## config.mk

```make
export PLATFORM = sky130hd
export DESIGN_NAME = itof_pipe_flat
export DESIGN_NICKNAME = d
export VERILOG_FILES = /design/src/rtl/itof_pipe_if.sv /design/src/rtl/itof_pipe.sv /design/src/flat_wrapper.sv
export SDC_FILE = /design/constraint.sdc
export NUM_CORES = 1
export LEC_CHECK = 0
export ABC_AREA = 1
export ABC_CLOCK_PERIOD_IN_PS = 4600
export CORE_ASPECT_RATIO = 1.1
export CORE_UTILIZATION = 47
export DETAILED_ROUTE_END_ITERATION = 7
export GPL_ROUTABILITY_DRIVEN = 0
export MAX_ROUTING_LAYER = met4
export PLACE_DENSITY = 0.71
export SYNTH_ARGS = -nofsm -noshare
export SYNTH_HDL_FRONTEND = slang
export SYNTH_SLANG_ARGS = --single-unit
```

## constraint.sdc

```tcl
create_clock -name clk -period 4.6 [get_ports clk]
set_input_delay 0.69 -clock clk [delete_from_list [all_inputs] [get_ports clk]]
set_output_delay 0.69 -clock clk [all_outputs]
set_load 0.02 [all_outputs]
```

## src/rtl/itof_pipe_if.sv

```systemverilog
// itof_pipe_if: valid/ready input and result channels of the integer-to-binary32 converter.
interface itof_pipe_if #(
    parameter int IN_W = 32
) ();
    logic            in_valid;
    logic            in_ready;
    logic [IN_W-1:0] in_data;
    logic            in_signed;
    logic            in_rm;
    logic            out_valid;
    logic            out_ready;
    logic [31:0]     out_data;
    logic            out_inexact;

    modport master (
        output in_valid, in_data, in_signed, in_rm, out_ready,
        input  in_ready, out_valid, out_data, out_inexact
    );
    modport slave (
        input  in_valid, in_data, in_signed, in_rm, out_ready,
        output in_ready, out_valid, out_data, out_inexact
    );
endinterface

```

## src/rtl/itof_pipe.sv

```systemverilog
// itof_pipe: pipelined integer to binary32 converter, RNE or round-half-up per transaction.
// Steps magnitude/LZC | normalise | round/pack are registered according to STAGES (1..3).
module itof_pipe #(
    parameter int IN_W   = 32,
    parameter int STAGES = 2
) (
    input  logic       clk,
    input  logic       rstn,
    itof_pipe_if.slave bus_io
);
    typedef struct packed {
        logic            neg;
        logic            zero;
        logic            rm;
        logic [IN_W-1:0] mag;
        logic [6:0]      lz;
    } a_t;

    typedef struct packed {
        logic        neg;
        logic        zero;
        logic        rm;
        logic [7:0]  exp;
        logic [22:0] frac;
        logic        guard;
        logic        sticky;
    } b_t;

    function automatic logic [6:0] lzc(input logic [IN_W-1:0] v);
        lzc = 7'(IN_W);
        for (int i = 0; i < IN_W; i++) if (v[i]) lzc = 7'(IN_W - 1 - i);
    endfunction

    function automatic a_t step_a(input logic [IN_W-1:0] d, input logic sgn, input logic rm);
        a_t a;
        a.neg  = sgn & d[IN_W-1];
        a.mag  = a.neg ? -d : d;
        a.zero = ~|a.mag;
        a.rm   = rm;
        a.lz   = lzc(a.mag);
        return a;
    endfunction

    // The leading one is implicit, so only the bits below it are kept; narrow inputs zero-fill.
    function automatic b_t step_b(input a_t a);
        b_t              b;
        logic [IN_W-2:0] nl;
        logic [IN_W+23:0] ext;
        nl       = (IN_W-1)'(a.mag << a.lz);
        ext      = {nl, 25'd0};
        b.neg    = a.neg;
        b.zero   = a.zero;
        b.rm     = a.rm;
        b.exp    = 8'(126 + IN_W - int'(a.lz));
        b.frac   = ext[IN_W+23 -: 23];
        b.guard  = ext[IN_W];
        b.sticky = |ext[IN_W-1:0];
        return b;
    endfunction

    function automatic logic [32:0] step_c(input b_t b);
        logic        up;
        logic [23:0] sum;
        up  = b.guard & (b.rm | b.sticky | b.frac[0]);
        sum = {1'b0, b.frac} + 24'(up);
        return b.zero ? 33'd0 : {b.guard | b.sticky, b.neg, b.exp + 8'(sum[23]), sum[22:0]};
    endfunction

    logic              adv;
    logic [STAGES-1:0] v_q, v_d;
    logic [32:0]       c_q, c_d;
    a_t                a_d, a_s;
    b_t                b_d, b_s;

    assign adv                = bus_io.out_ready | ~v_q[STAGES-1];
    assign bus_io.in_ready    = adv;
    assign bus_io.out_valid   = v_q[STAGES-1];
    assign bus_io.out_data    = c_q[31:0];
    assign bus_io.out_inexact = c_q[32];
    assign v_d                = adv ? STAGES'({v_q, bus_io.in_valid}) : v_q;

    assign a_d = step_a(bus_io.in_data, bus_io.in_signed, bus_io.in_rm);

    generate
        if (STAGES == 3) begin : g_a
            a_t a_q;
            always_ff @(posedge clk or negedge rstn)
                if (!rstn) a_q <= '0;
                else if (adv) a_q <= a_d;
            assign a_s = a_q;
        end else begin : g_a_pass
            assign a_s = a_d;
        end
    endgenerate

    assign b_d = step_b(a_s);

    generate
        if (STAGES >= 2) begin : g_b
            b_t b_q;
            always_ff @(posedge clk or negedge rstn)
                if (!rstn) b_q <= '0;
                else if (adv) b_q <= b_d;
            assign b_s = b_q;
        end else begin : g_b_pass
            assign b_s = b_d;
        end
    endgenerate

    assign c_d = step_c(b_s);

    always_ff @(posedge clk or negedge rstn) begin
        if (!rstn) begin
            v_q <= '0;
            c_q <= '0;
        end else begin
            v_q <= v_d;
            if (adv) c_q <= c_d;
        end
    end
endmodule

```

## src/flat_wrapper.sv

```systemverilog
// flat-port wrapper written by rule: the top's interface ports become plain ports
module itof_pipe_flat 
#(
    parameter int IN_W   = 32,
    parameter int STAGES = 2
)
  (clk, rstn, bus_io_in_valid, bus_io_in_data, bus_io_in_signed, bus_io_in_rm, bus_io_out_ready, bus_io_in_ready, bus_io_out_valid, bus_io_out_data, bus_io_out_inexact);
  itof_pipe_if #(.IN_W(IN_W)) bus_io_i ();
  input  logic clk;
  input  logic rstn;
  input wire logic [$bits(bus_io_i.in_valid)-1:0] bus_io_in_valid;
  input wire logic [$bits(bus_io_i.in_data)-1:0] bus_io_in_data;
  input wire logic [$bits(bus_io_i.in_signed)-1:0] bus_io_in_signed;
  input wire logic [$bits(bus_io_i.in_rm)-1:0] bus_io_in_rm;
  input wire logic [$bits(bus_io_i.out_ready)-1:0] bus_io_out_ready;
  output wire logic [$bits(bus_io_i.in_ready)-1:0] bus_io_in_ready;
  output wire logic [$bits(bus_io_i.out_valid)-1:0] bus_io_out_valid;
  output wire logic [$bits(bus_io_i.out_data)-1:0] bus_io_out_data;
  output wire logic [$bits(bus_io_i.out_inexact)-1:0] bus_io_out_inexact;
  assign bus_io_i.in_valid = bus_io_in_valid;
  assign bus_io_i.in_data = bus_io_in_data;
  assign bus_io_i.in_signed = bus_io_in_signed;
  assign bus_io_i.in_rm = bus_io_in_rm;
  assign bus_io_i.out_ready = bus_io_out_ready;
  assign bus_io_in_ready = bus_io_i.in_ready;
  assign bus_io_out_valid = bus_io_i.out_valid;
  assign bus_io_out_data = bus_io_i.out_data;
  assign bus_io_out_inexact = bus_io_i.out_inexact;
  itof_pipe #(.IN_W(IN_W), .STAGES(STAGES)) u_core (.clk(clk), .rstn(rstn), .bus_io(bus_io_i));
endmodule
```

==> reports/qor.csv, run 1 <==
stage;metric;value;unit
outcome;status;finished clean;
drt;ant_nets;0;
timing;setup-tns-final;0;ns
clock_network;htree_levels;3;
synthesis;yosysTopAreaCell;dfrtp_1;
setup_path;rr_startpoint;u_core.b_s[1]$_DFFE_PN0P_;
flow_run;drv_cap;0;
drt;dr.pass1.iters;6;
placement;port_buffers;72;
pwr;seq_power_share;30.3;%
setup_path;critPathTopFamily;simple AND/OR/NAND/NOR gates;
floorplan;die_w;110.7;um
clock_network;cts_buffers;9;
pwr;leakage;3.982;nW
timing;fin_ws;0.2935;ns
synthesis;synthArstFlopShare;100.0;%
floorplan;die_h;121.6;um
hold_path;hp-class;in -> async;
clock_network;clkTransAtPathRegs;0.06;ns
placement;placed_cell_area;0.007422;mm2
clock_network;tritoncts;done;
pwr;clkPwrFrac;26.6;%
floorplan;die_area;0.01347;mm2
setup_path;r2r_cells;27;
synthesis;yosysWarnings;0;
drt;drt_wl_total;18.14;mm
floorplan;core;0.01264;mm2
clock_network;cts_root_buffer;clkbuf_16;
timing;slew_headroom;48.09;%
floorplan;std_cell_rows;43;
setup_path;critPathKind;in -> reg;
timing;max_freq;0.2322;GHz
global_routing;gr-total-overflow;0;
timing;fin_crit_sh;93.62;%
setup_path;critPathMaxFanout;17;
synthesis;syn-num-nets;1012;
global_routing;first_global_vias;6102;
setup_path;crit-reg2reg-capture;u_core.c_q[30]$_DFFE_PN0P_;
final_layout;nNetsFinal;1136;
clock_network;clock_path_buffers;2;
synthesis;synth_area_leaders;dfrtp_1, nand2_1, nand3_1;
final_layout;utilization;63.74;%
drt;drc;0;
clock_network;clock-sinks;71;
pwr;cellInternalPower;1.865;mW
synthesis;synth_top_area_share;29.06;%
pwr;swShare;38.05;%
pwr;power_density;373.6;mW/mm2
setup_path;cp_data_arrival_time;4.57;ns
timing;finalSetupViolCount;0;
drt;viasPerCell;5.526;
synthesis;synth_seq_area_share;29.06;%
global_routing;grt_max_degree;62;
setup_path;crit_path_frequent_cell;nand2_1;
synthesis;synth-seq-cells;71;
setup_path;required;4.86;ns
final_layout;antenna_cells;0;
setup_path;cp_slowest_stage_delay;0.25;ns
global_routing;grtUsageTotal;27.07;%
final_layout;fillers;1176;
floorplan;io_pins;73;
pwr;p_switching;1.146;mW
timing;fin_crit;4.307;ns
final_layout;register_area;0.001777;mm2
synthesis;syn_area;0.006113;mm2
timing;fin_hold_ws;0.4419;ns
drt;wl_per_cell;14.46;um
synthesis;syn_inst;968;
drt;drtIter0Drc;683;
clock_network;clk_latency;0.33;ns
pwr;pwr-share-comb;43.1;%
pwr;ir_drop;370.4;uV
timing;worst_pin_slew;0.7786;ns
synthesis;post-synth-top-count-cell;nand2_1;
setup_path;cp_slowest_cell;nor3_2;
drt;vias;6930;
timing;finClkSkew;0.004070;ns
global_routing;antenna_found_initial;0;
global_routing;grt_pass1_wl;28.89;mm
setup_path;crit_path_end_kind;flop;
setup_path;r2r_slack;0.63;ns
synthesis;synth_cell_types;49;
final_layout;drive_gt1_share;14.59;%
placement;place_ws;-0.2480;ns
synthesis;synth_commonest_cells;nand2_1, nand3_1, inv_1, nor2_1, dfrtp_1;
synthesis;synth-main-ff-cell;dfrtp_1;
setup_path;start_kind;input port;
floorplan;initial_core_util;48.35;%
final_layout;syn_to_final_growth;31.83;%
placement;place_hpwl;13.22;mm
synthesis;synth_edf_count;0;
final_layout;multiInputGateArea;0.003896;mm2
synthesis;syn_avg_cell_area;6.315;um2
timing;hold_viol;0;
timing;final_max_slew_viol_count;0;
final_layout;finish.instance_area;0.008059;mm2
setup_path;crit_buf_inv;3;
## sequential cells by signal, summed over array words and instances (netlist names)
register    cells
u_core.v_q      2
u_core.c_q     33
u_core.b_s     36
## per-layer routing
layer / GRT usage, % / routed length (um) / vias to the layer above
li1: - / - / 3434
met1: 35.11 / 7787 / 3155
met2: 44.10 / 8760 / 281
met3: 2.488 / 860 / 60
met4: 10.50 / 727 / 0
met5: - / 0 / -
## layout by cell type (no fill, tap or decap), types with 3 or more instances in the layout
| cell type | Yosys | final |
|---|---|---|
| xnor2_1 | 5 | 4 |
| dfrtp_1 | 71 | 71 |
| nand4_1 | 10 | 10 |
| a31oi_1 | 4 | 4 |
| nor3_4 | 1 | 4 |
| nor2_1 | 76 | 73 |
| clkdlybuf4s50_1 | 0 | 64 |
| nor2_4 | 2 | 5 |
| nor3_1 | 6 | 5 |
| buf_4 | 1 | 67 |
| a22o_1 | 6 | 6 |
| clkbuf_16 | 0 | 11 |
| o31ai_1 | 6 | 6 |
| xor2_1 | 17 | 16 |
| bufinv_16 | 0 | 3 |
| inv_2 | 11 | 12 |
| nor4_1 | 4 | 4 |
| o21ai_1 | 16 | 18 |
| nand2_4 | 1 | 3 |
| nand3_2 | 3 | 6 |
| a21oi_1 | 15 | 14 |
| a32o_1 | 6 | 6 |
| o21ai_0 | 49 | 46 |
| o211ai_1 | 4 | 4 |
| nand3b_1 | 5 | 5 |
| dlymetal6s2s_1 | 0 | 7 |
| buf_12 | 0 | 7 |
| nand3_1 | 185 | 182 |
| ha_1 | 6 | 6 |
| inv_1 | 90 | 88 |
| clkinvlp_4 | 0 | 3 |
| nand2_1 | 299 | 290 |
| nand2_2 | 3 | 11 |
| nor2_2 | 3 | 3 |
| nor3_2 | 5 | 3 |
## area by class of cell
cell class | count | share of cell area, %
inverters | 102 | 4.797
repair inverters | 1 | 0.09315
flip-flops and latches | 71 | 22.05
well taps | 157 | 2.438
clock buffers | 10 | 2.965
clock inverters | 6 | 1.335
repair buffers | 150 | 17.98
multi-input cells | 757 | 48.35
## per-stage QoR
stage | std cells | power (mW)
after CTS | 1241 | 2.965
after floorplan | 968 | 1.674
after global routing | 1254 | 3.209
final | 1254 | 3.011
after global placement | 1225 | 2.138
after detailed placement | 1225 | 2.157
## cell families (layout without fill, tap and decap cells)
| group | Yosys count | after routing | synth area share, % |
|---|---|---|---|
| AO/OA/AOI/OAI | 112 | 112 | 11.15 |
| XOR/XNOR | 23 | 23 | 3.418 |
| AND/OR/NAND/NOR | 614 | 616 | 45.46 |
| flip-flops | 71 | 71 | 29.06 |
| adder cells (fa/ha/maj) | 6 | 6 | 1.228 |
| buffers and inverters | 142 | 269 | 9.681 |
## timing repair
action                                  in CTS  in global routing
gates resized for setup                      0                 42
endpoints found under the setup margin       0                 31
hold buffers                                 0                  0
setup buffers                                0                  8
## worst reg2reg max path, delay by kind of cell (launching register included)
kind | cells | cell delay (ns)
buf+inv | 2 | 0.13
fa+ha+maj | 1 | 0.25
compound gates | 1 | 0.09
simple gates | 22 | 2.88
xor+xnor | 1 | 0.13
flops | 1 | 0.38
## worst max path at each step
stage                      start                    endpoint  slack, ns  cells past startpoint
5_1_grt         bus_io_in_signed   u_core.b_s[0]$_DFFE_PN0P_      -0.03                     41
4_1_cts        bus_io_in_data[0]  u_core.b_s[31]$_DFFE_PN0P_       0.10                     25
3_3_place_gp   bus_io_in_data[0]  u_core.b_s[31]$_DFFE_PN0P_      -0.17                     25
3_5_place_dp   bus_io_in_data[0]  u_core.b_s[31]$_DFFE_PN0P_      -0.25                     25
6_report       bus_io_in_data[1]  u_core.b_s[24]$_DFFE_PN0P_       0.29                     29
2_1_floorplan  bus_io_in_data[0]  u_core.b_s[29]$_DFFE_PN0P_       0.64                     24
## power by group through the flow
stage	clock network, mW	logic (mW)	registers [mW]
global placement	0	1.22	0.913
global route	0.839	1.43	0.938
floorplan	0	0.672	1.00
CTS	0.810	1.24	0.912
detailed placement	0	1.24	0.921
finish	0.799	1.30	0.913
Note: power is estimated with default switching activity, not from simulation.
==> run 2, diff against run 1 <==
- CORE_UTILIZATION: 47 -> 40
- PLACE_DENSITY: 0.71 -> 0.62
==> reports/qor.csv, run 2 (same netlist as run 1, synthesis figures left out) <==
stage;metric;value;unit;change
setup_path;crit_path_end_kind;flop;;
drt;drt_wl_total;18.44;mm;+1.7%
setup_path;critPathKind;in -> reg;;
pwr;power;2.968;mW;-1.4%
setup_path;r2r_cells;27;;unchanged
drt;drc;0;;unchanged
setup_path;critPathMaxFanout;6;;-11
setup_path;crit_cells;28;;-3.4%
timing;setup-tns-final;0;ns;unchanged
clock_network;clk_latency;0.33;ns;about the same
final_layout;drive_gt1_share;19.49;%;+4.9 points
final_layout;largest_reg_flops;36;;unchanged
setup_path;crit_buf_inv;7;;+4
pwr;seq_power_share;30.5;%;+0.2 points
pwr;power_density;348.6;mW/mm2;-6.7%
final_layout;mostFrequentLayoutCells;nand2_1, nand3_1, buf_4;;
final_layout;antenna_cells;0;;unchanged
drt;wl_per_cell;13.92;um;-3.8%
setup_path;cp_slowest_cell;clkdlybuf4s50_1;;
timing;fin_crit;4.285;ns;-0.02156 ns
setup_path;r2r_slack;0.74;ns;+0.11 ns
timing;finalSetupViolCount;0;;unchanged
floorplan;core;0.01500;mm2;+19%
setup_path;critPathTopFamily;simple AND/OR/NAND/NOR gates;;
drt;drtIter0Drc;531;;-22%
setup_path;crit_path_frequent_cell;nand2_1;;
global_routing;gr-total-overflow;0;;unchanged
setup_path;cp_slowest_stage_delay;0.43;ns;+0.18 ns
pwr;clkPwrFrac;22.5;%;-4.1 points
setup_path;crit-reg2reg-capture;u_core.c_q[30]$_DFFE_PN0P_;;
floorplan;std_cell_rows;47;;+9.3%
setup_path;cp_data_arrival_time;4.55;ns;-0.02 ns
drt;dr.pass1.iters;5;;-1
timing;fin_crit_sh;93.15;%;-0.47 points
floorplan;die_area;0.01578;mm2;+17%
pwr;ir_drop;184.4;uV;-50%
global_routing;grt_util_met2;37.28;%;-6.8 points
timing;slew_headroom;52.08;%;+4.0 points
timing;fin_ws;0.3150;ns;+0.02156 ns
pwr;leakage;4.170;nW;+4.7%
clock_network;cts_buffers;9;;unchanged
floorplan;die_w;119.9;um;+8.2%
global_routing;first_global_vias;6220;;+1.9%
final_layout;nNetsFinal;1170;;+3.0%
timing;final_max_slew_viol_count;0;;unchanged
clock_network;cts_root_buffer;clkbuf_16;;
clock_network;clock_path_buffers;2;;unchanged
drt;vias;6797;;-1.9%
setup_path;rr_startpoint;u_core.b_s[4]$_DFFE_PN0P_;;
pwr;pwr-share-comb;47.0;%;+3.9 points
floorplan;io_pins;73;;unchanged
clock_network;tritoncts;done;;
global_routing;antenna_found_initial;0;;unchanged
timing;worst_pin_slew;0.7189;ns;-0.05975 ns
final_layout;finish.instance_area;0.008514;mm2;+5.7%
hold_path;hp-class;in -> async;;
timing;fin_hold_ws;0.2551;ns;-0.1869 ns
global_routing;use_met1;31.85;%;-3.3 points
flow_run;drv_cap;0;;unchanged
placement;port_buffers;72;;unchanged
placement;place_hpwl;13.50;mm;+2.1%
clock_network;htree_levels;3;;unchanged
final_layout;final_common_cell;nand2_1;;
pwr;cellInternalPower;1.817;mW;-2.6%
global_routing;top_usage_layer;met2;;
placement;placed_cell_area;0.007716;mm2;+4.0%
global_routing;globalRouteMet3Util;1.780;%;-0.71 points
timing;finClkSkew;0.008527;ns;+0.004457 ns
timing;max_freq;0.2334;GHz;+0.50%
clock_network;clock-sinks;71;;unchanged
global_routing;grtUsageTotal;23.72;%;-3.4 points
pwr;swShare;38.76;%;+0.71 points
clock_network;clkTransAtPathRegs;0.06;ns;about the same
placement;place_ws;-0.1815;ns;+0.06651 ns
timing;hold_viol;0;;unchanged
timing;grt_setup_unrepaired;false;;
setup_path;start_kind;input port;;
global_routing;grt_max_degree;62;;unchanged
drt;viasPerCell;5.130;;-7.2%
final_layout;syn_to_final_growth;39.28;%;
drt;ant_nets;0;;unchanged
pwr;p_switching;1.150;mW;+0.42%
global_routing;grt_pass1_wl;29.60;mm;+2.5%
outcome;status;finished clean;;
floorplan;initial_core_util;40.77;%;-7.6 points
floorplan;die_h;131.7;um;+8.3%
setup_path;required;4.86;ns;about the same
-- run 2: repair_timing --
action | in CTS | in global routing
hold endpoints to repair | 0 | 0
setup buffers | 0 | 10
resized for setup | 0 | 74
hold buffers | 0 | 0
setup endpoints to repair | 0 | 34
-- run 2: worst max-delay path by stage --
stage                                    startpoint                    endpoint  slack [ns]
after floorplan                   bus_io_in_data[0]  u_core.b_s[29]$_DFFE_PN0P_        0.64
after global placement            bus_io_in_data[0]  u_core.b_s[20]$_DFFE_PN0P_       -0.14
after detailed placement          bus_io_in_data[0]  u_core.b_s[20]$_DFFE_PN0P_       -0.18
after CTS                         bus_io_in_data[0]  u_core.b_s[20]$_DFFE_PN0P_        0.15
after global routing      u_core.b_s[4]$_DFFE_PN0P_  u_core.c_q[30]$_DFFE_PN0P_        0.01
final                             bus_io_in_data[7]  u_core.b_s[16]$_DFFE_PN0P_        0.32
-- run 2: per-layer routing --
metal | up-vias | wire (um)
met3 | 33 | 657
met5 | - | 0
li1 | 3507 | -
met2 | 196 | 8788
met4 | 0 | 551
met1 | 3061 | 8446
-- run 2: area by class of cell --
class	count	area, um2
timing repair buffer	186	1798
multi-input combinational	756	4016
clock inverter	4	47.55
fill	1497	6481
inverter	102	391.6
clock buffer	10	239.0
tap	196	245.2
sequential	71	1777
-- run 2: power by group through the flow --
stage / logic (mW) / registers, mW / clock network (mW)
final: 1.39 / 0.906 / 0.667
after global routing: 1.54 / 0.931 / 0.709
after CTS: 1.28 / 0.907 / 0.681
after detailed placement: 1.28 / 0.916 / 0
after global placement: 1.27 / 0.912 / 0
after floorplan: 0.672 / 1.00 / 0
-- run 2: per-stage QoR --
step,util (%),instances
after CTS,53.37,1309
after detailed placement,51.46,1295
after global placement,51.46,1295
after global routing,56.78,1325
after floorplan,-,968
final,56.78,1325
==> run 3, diff against run 2 <==
- CAP_MARGIN: default -> 20
- MAX_ROUTING_LAYER: met4 -> default
==> reports/qor.csv, run 3 (same netlist as run 1, synthesis figures left out) <==
stage;metric;value;unit;change
drt;drc;0;;unchanged
timing;hold_viol;0;;unchanged
final_layout;syn_to_final_growth;39.23;%;about the same
floorplan;initial_core_util;40.77;%;unchanged
timing;fin_crit_sh;93.10;%;about the same
final_layout;utilization;56.76;%;about the same
global_routing;gr-total-overflow;0;;unchanged
final_layout;nNetsFinal;1171;;+0.085%
clock_network;clk_latency;0.33;ns;about the same
timing;worst_pin_slew;0.7200;ns;+0.001123 ns
timing;fin_hold_ws;0.2545;ns;-0.0005750 ns
global_routing;grt_max_degree;62;;unchanged
global_routing;grt_pass1_wl;29.64;mm;+0.14%
floorplan;die_h;131.7;um;unchanged
final_layout;largest_reg_flops;36;;unchanged
pwr;leakage;4.172;nW;about the same
timing;finalSetupViolCount;0;;unchanged
setup_path;critPathKind;in -> reg;;
final_layout;final_common_cell;nand2_1;;
timing;max_freq;0.2335;GHz;about the same
final_layout;mostFrequentLayoutCells;nand2_1, nand3_1, buf_4;;
drt;ant_nets;0;;unchanged
floorplan;die_w;119.9;um;unchanged
clock_network;htree_levels;3;;unchanged
floorplan;io_pins;73;;unchanged
final_layout;drive_gt1_share;19.56;%;+0.071 points
drt;drt_wl_total;18.38;mm;-0.34%
clock_network;cts_buffers;9;;unchanged
placement;placed_cell_area;0.007716;mm2;unchanged
clock_network;cts_root_buffer;clkbuf_16;;
pwr;power_density;348.7;mW/mm2;about the same
setup_path;crit_path_end_kind;flop;;
timing;grt_setup_unrepaired;false;;
outcome;status;finished clean;;
clock_network;clkTransAtPathRegs;0.06;ns;about the same
placement;place_inst;1295;;unchanged
final_layout;finish.instance_area;0.008512;mm2;about the same
pwr;power;2.968;mW;about the same
setup_path;r2r_slack;0.73;ns;about the same
timing;slew_headroom;52.00;%;-0.075 points
clock_network;clock_path_buffers;2;;unchanged
setup_path;required;4.86;ns;about the same
clock_network;cts_hold_buf;0;;unchanged
timing;final_max_slew_viol_count;0;;unchanged
hold_path;hp-class;in -> async;;
drt;drtIter0Drc;466;;-12%
placement;place_hpwl;13.50;mm;unchanged
setup_path;cp_data_arrival_time;4.54;ns;about the same
setup_path;critPathMaxFanout;6;;unchanged
global_routing;grtUsageTotal;23.03;%;-0.69 points
flow_run;drv_cap;0;;unchanged
drt;dr.pass1.iters;5;;unchanged
drt;wl_per_cell;13.86;um;-0.42%
timing;finClkSkew;0.008167;ns;-0.0003601 ns
clock_network;clock-sinks;71;;unchanged
global_routing;antenna_found_initial;0;;unchanged
setup_path;crit-reg2reg-capture;u_core.c_q[30]$_DFFE_PN0P_;;
floorplan;core;0.01500;mm2;unchanged
drt;vias;6791;;-0.088%
clock_network;tritoncts;done;;
setup_path;r2r_cells;27;;unchanged
pwr;ir_drop;184.9;uV;+0.31%
placement;port_buffers;72;;unchanged
setup_path;start_kind;input port;;
global_routing;first_global_vias;6236;;+0.26%
final_layout;instances_no_fill;1326;;+0.075%
setup_path;rr_startpoint;u_core.b_s[1]$_DFFE_PN0P_;;
drt;viasPerCell;5.121;;-0.16%
floorplan;die_area;0.01578;mm2;unchanged
final_layout;antenna_cells;0;;unchanged
floorplan;std_cell_rows;47;;unchanged
timing;fin_crit;4.283;ns;-0.002217 ns
## run 3: cell count changes in the layout (fill, tap and decap cells not counted), sizes merged
cell	previous run	this run
buf	111	112
## run 3: critical path: stages
cell	delay, ns
clkdlybuf4s50_1	0.43
inv_1	0.14
nand4_4	0.13
nor2_4	0.14
nand3_2	0.08
nor3_2	0.19
nand2_1	0.09
or3_4	0.33
nor2_1	0.09
nand2_1	0.10
o31ai_4	0.29
buf_6	0.15
xor2_4	0.17
nand2_1	0.08
nand2_1	0.07
nand2_2	0.08
nand2_8	0.13
nand2_8	0.09
buf_6	0.15
buf_4	0.13
buf_4	0.12
nand2_1	0.05
nand3_1	0.07
nand3_1	0.10
nand4_1	0.16
nand3_1	0.15
o21ai_1	0.07
inv_1	0.06
## run 3: worst max-delay path by stage
stage,startpoint,to,slack (ns),cells after the start
after floorplan,bus_io_in_data[0],u_core.b_s[29]$_DFFE_PN0P_,0.64,24
after global placement,bus_io_in_data[0],u_core.b_s[20]$_DFFE_PN0P_,-0.14,30
after detailed placement,bus_io_in_data[0],u_core.b_s[20]$_DFFE_PN0P_,-0.18,29
after CTS,bus_io_in_data[0],u_core.b_s[20]$_DFFE_PN0P_,0.15,29
after global routing,u_core.b_s[4]$_DFFE_PN0P_,u_core.c_q[30]$_DFFE_PN0P_,0.01,27
final,bus_io_in_data[7],u_core.b_s[16]$_DFFE_PN0P_,0.32,28
## run 3: cell type report
class                   instances  area, um2
fillers                      1496       6484
multi-input cells             756       4010
repair buffers                187       1802
flip-flops and latches         71       1777
inverters                     102      391.6
well taps                     196      245.2
clock buffers                  10      239.0
clock inverters                 4      47.55
## run 3: timing repair
| action | CTS | global route |
|---|---|---|
| resized for setup | 0 | 72 |
| buffers inserted | 0 | 11 |
| setup endpoints to repair | 0 | 34 |
## run 3: metrics by stage
stage	TNS [ns]	worst slack, ns
3_5_place_dp	-3.126	-0.1815
2_1_floorplan	0	0.6372
5_1_grt	0	0.01321
3_3_place_gp	-0.9098	-0.1384
4_1_cts	0	0.1515
6_report	0	0.3173
## run 3: report_power, final
group | switching (mW) | total, mW | internal [mW]
Clock | 0.243 | 0.668 | 0.426
Sequential | 0.116 | 0.906 | 0.791
Combinational | 0.792 | 1.39 | 0.601
## run 3: metal layers
layer  vias up  share of wire, %  track usage [%]
met4         0               3.1            8.681
met1      3066                46            31.74
li1       3509                 -                -
met2       178                48            37.35
met5         -                 0                0
met3        38               3.2            1.910
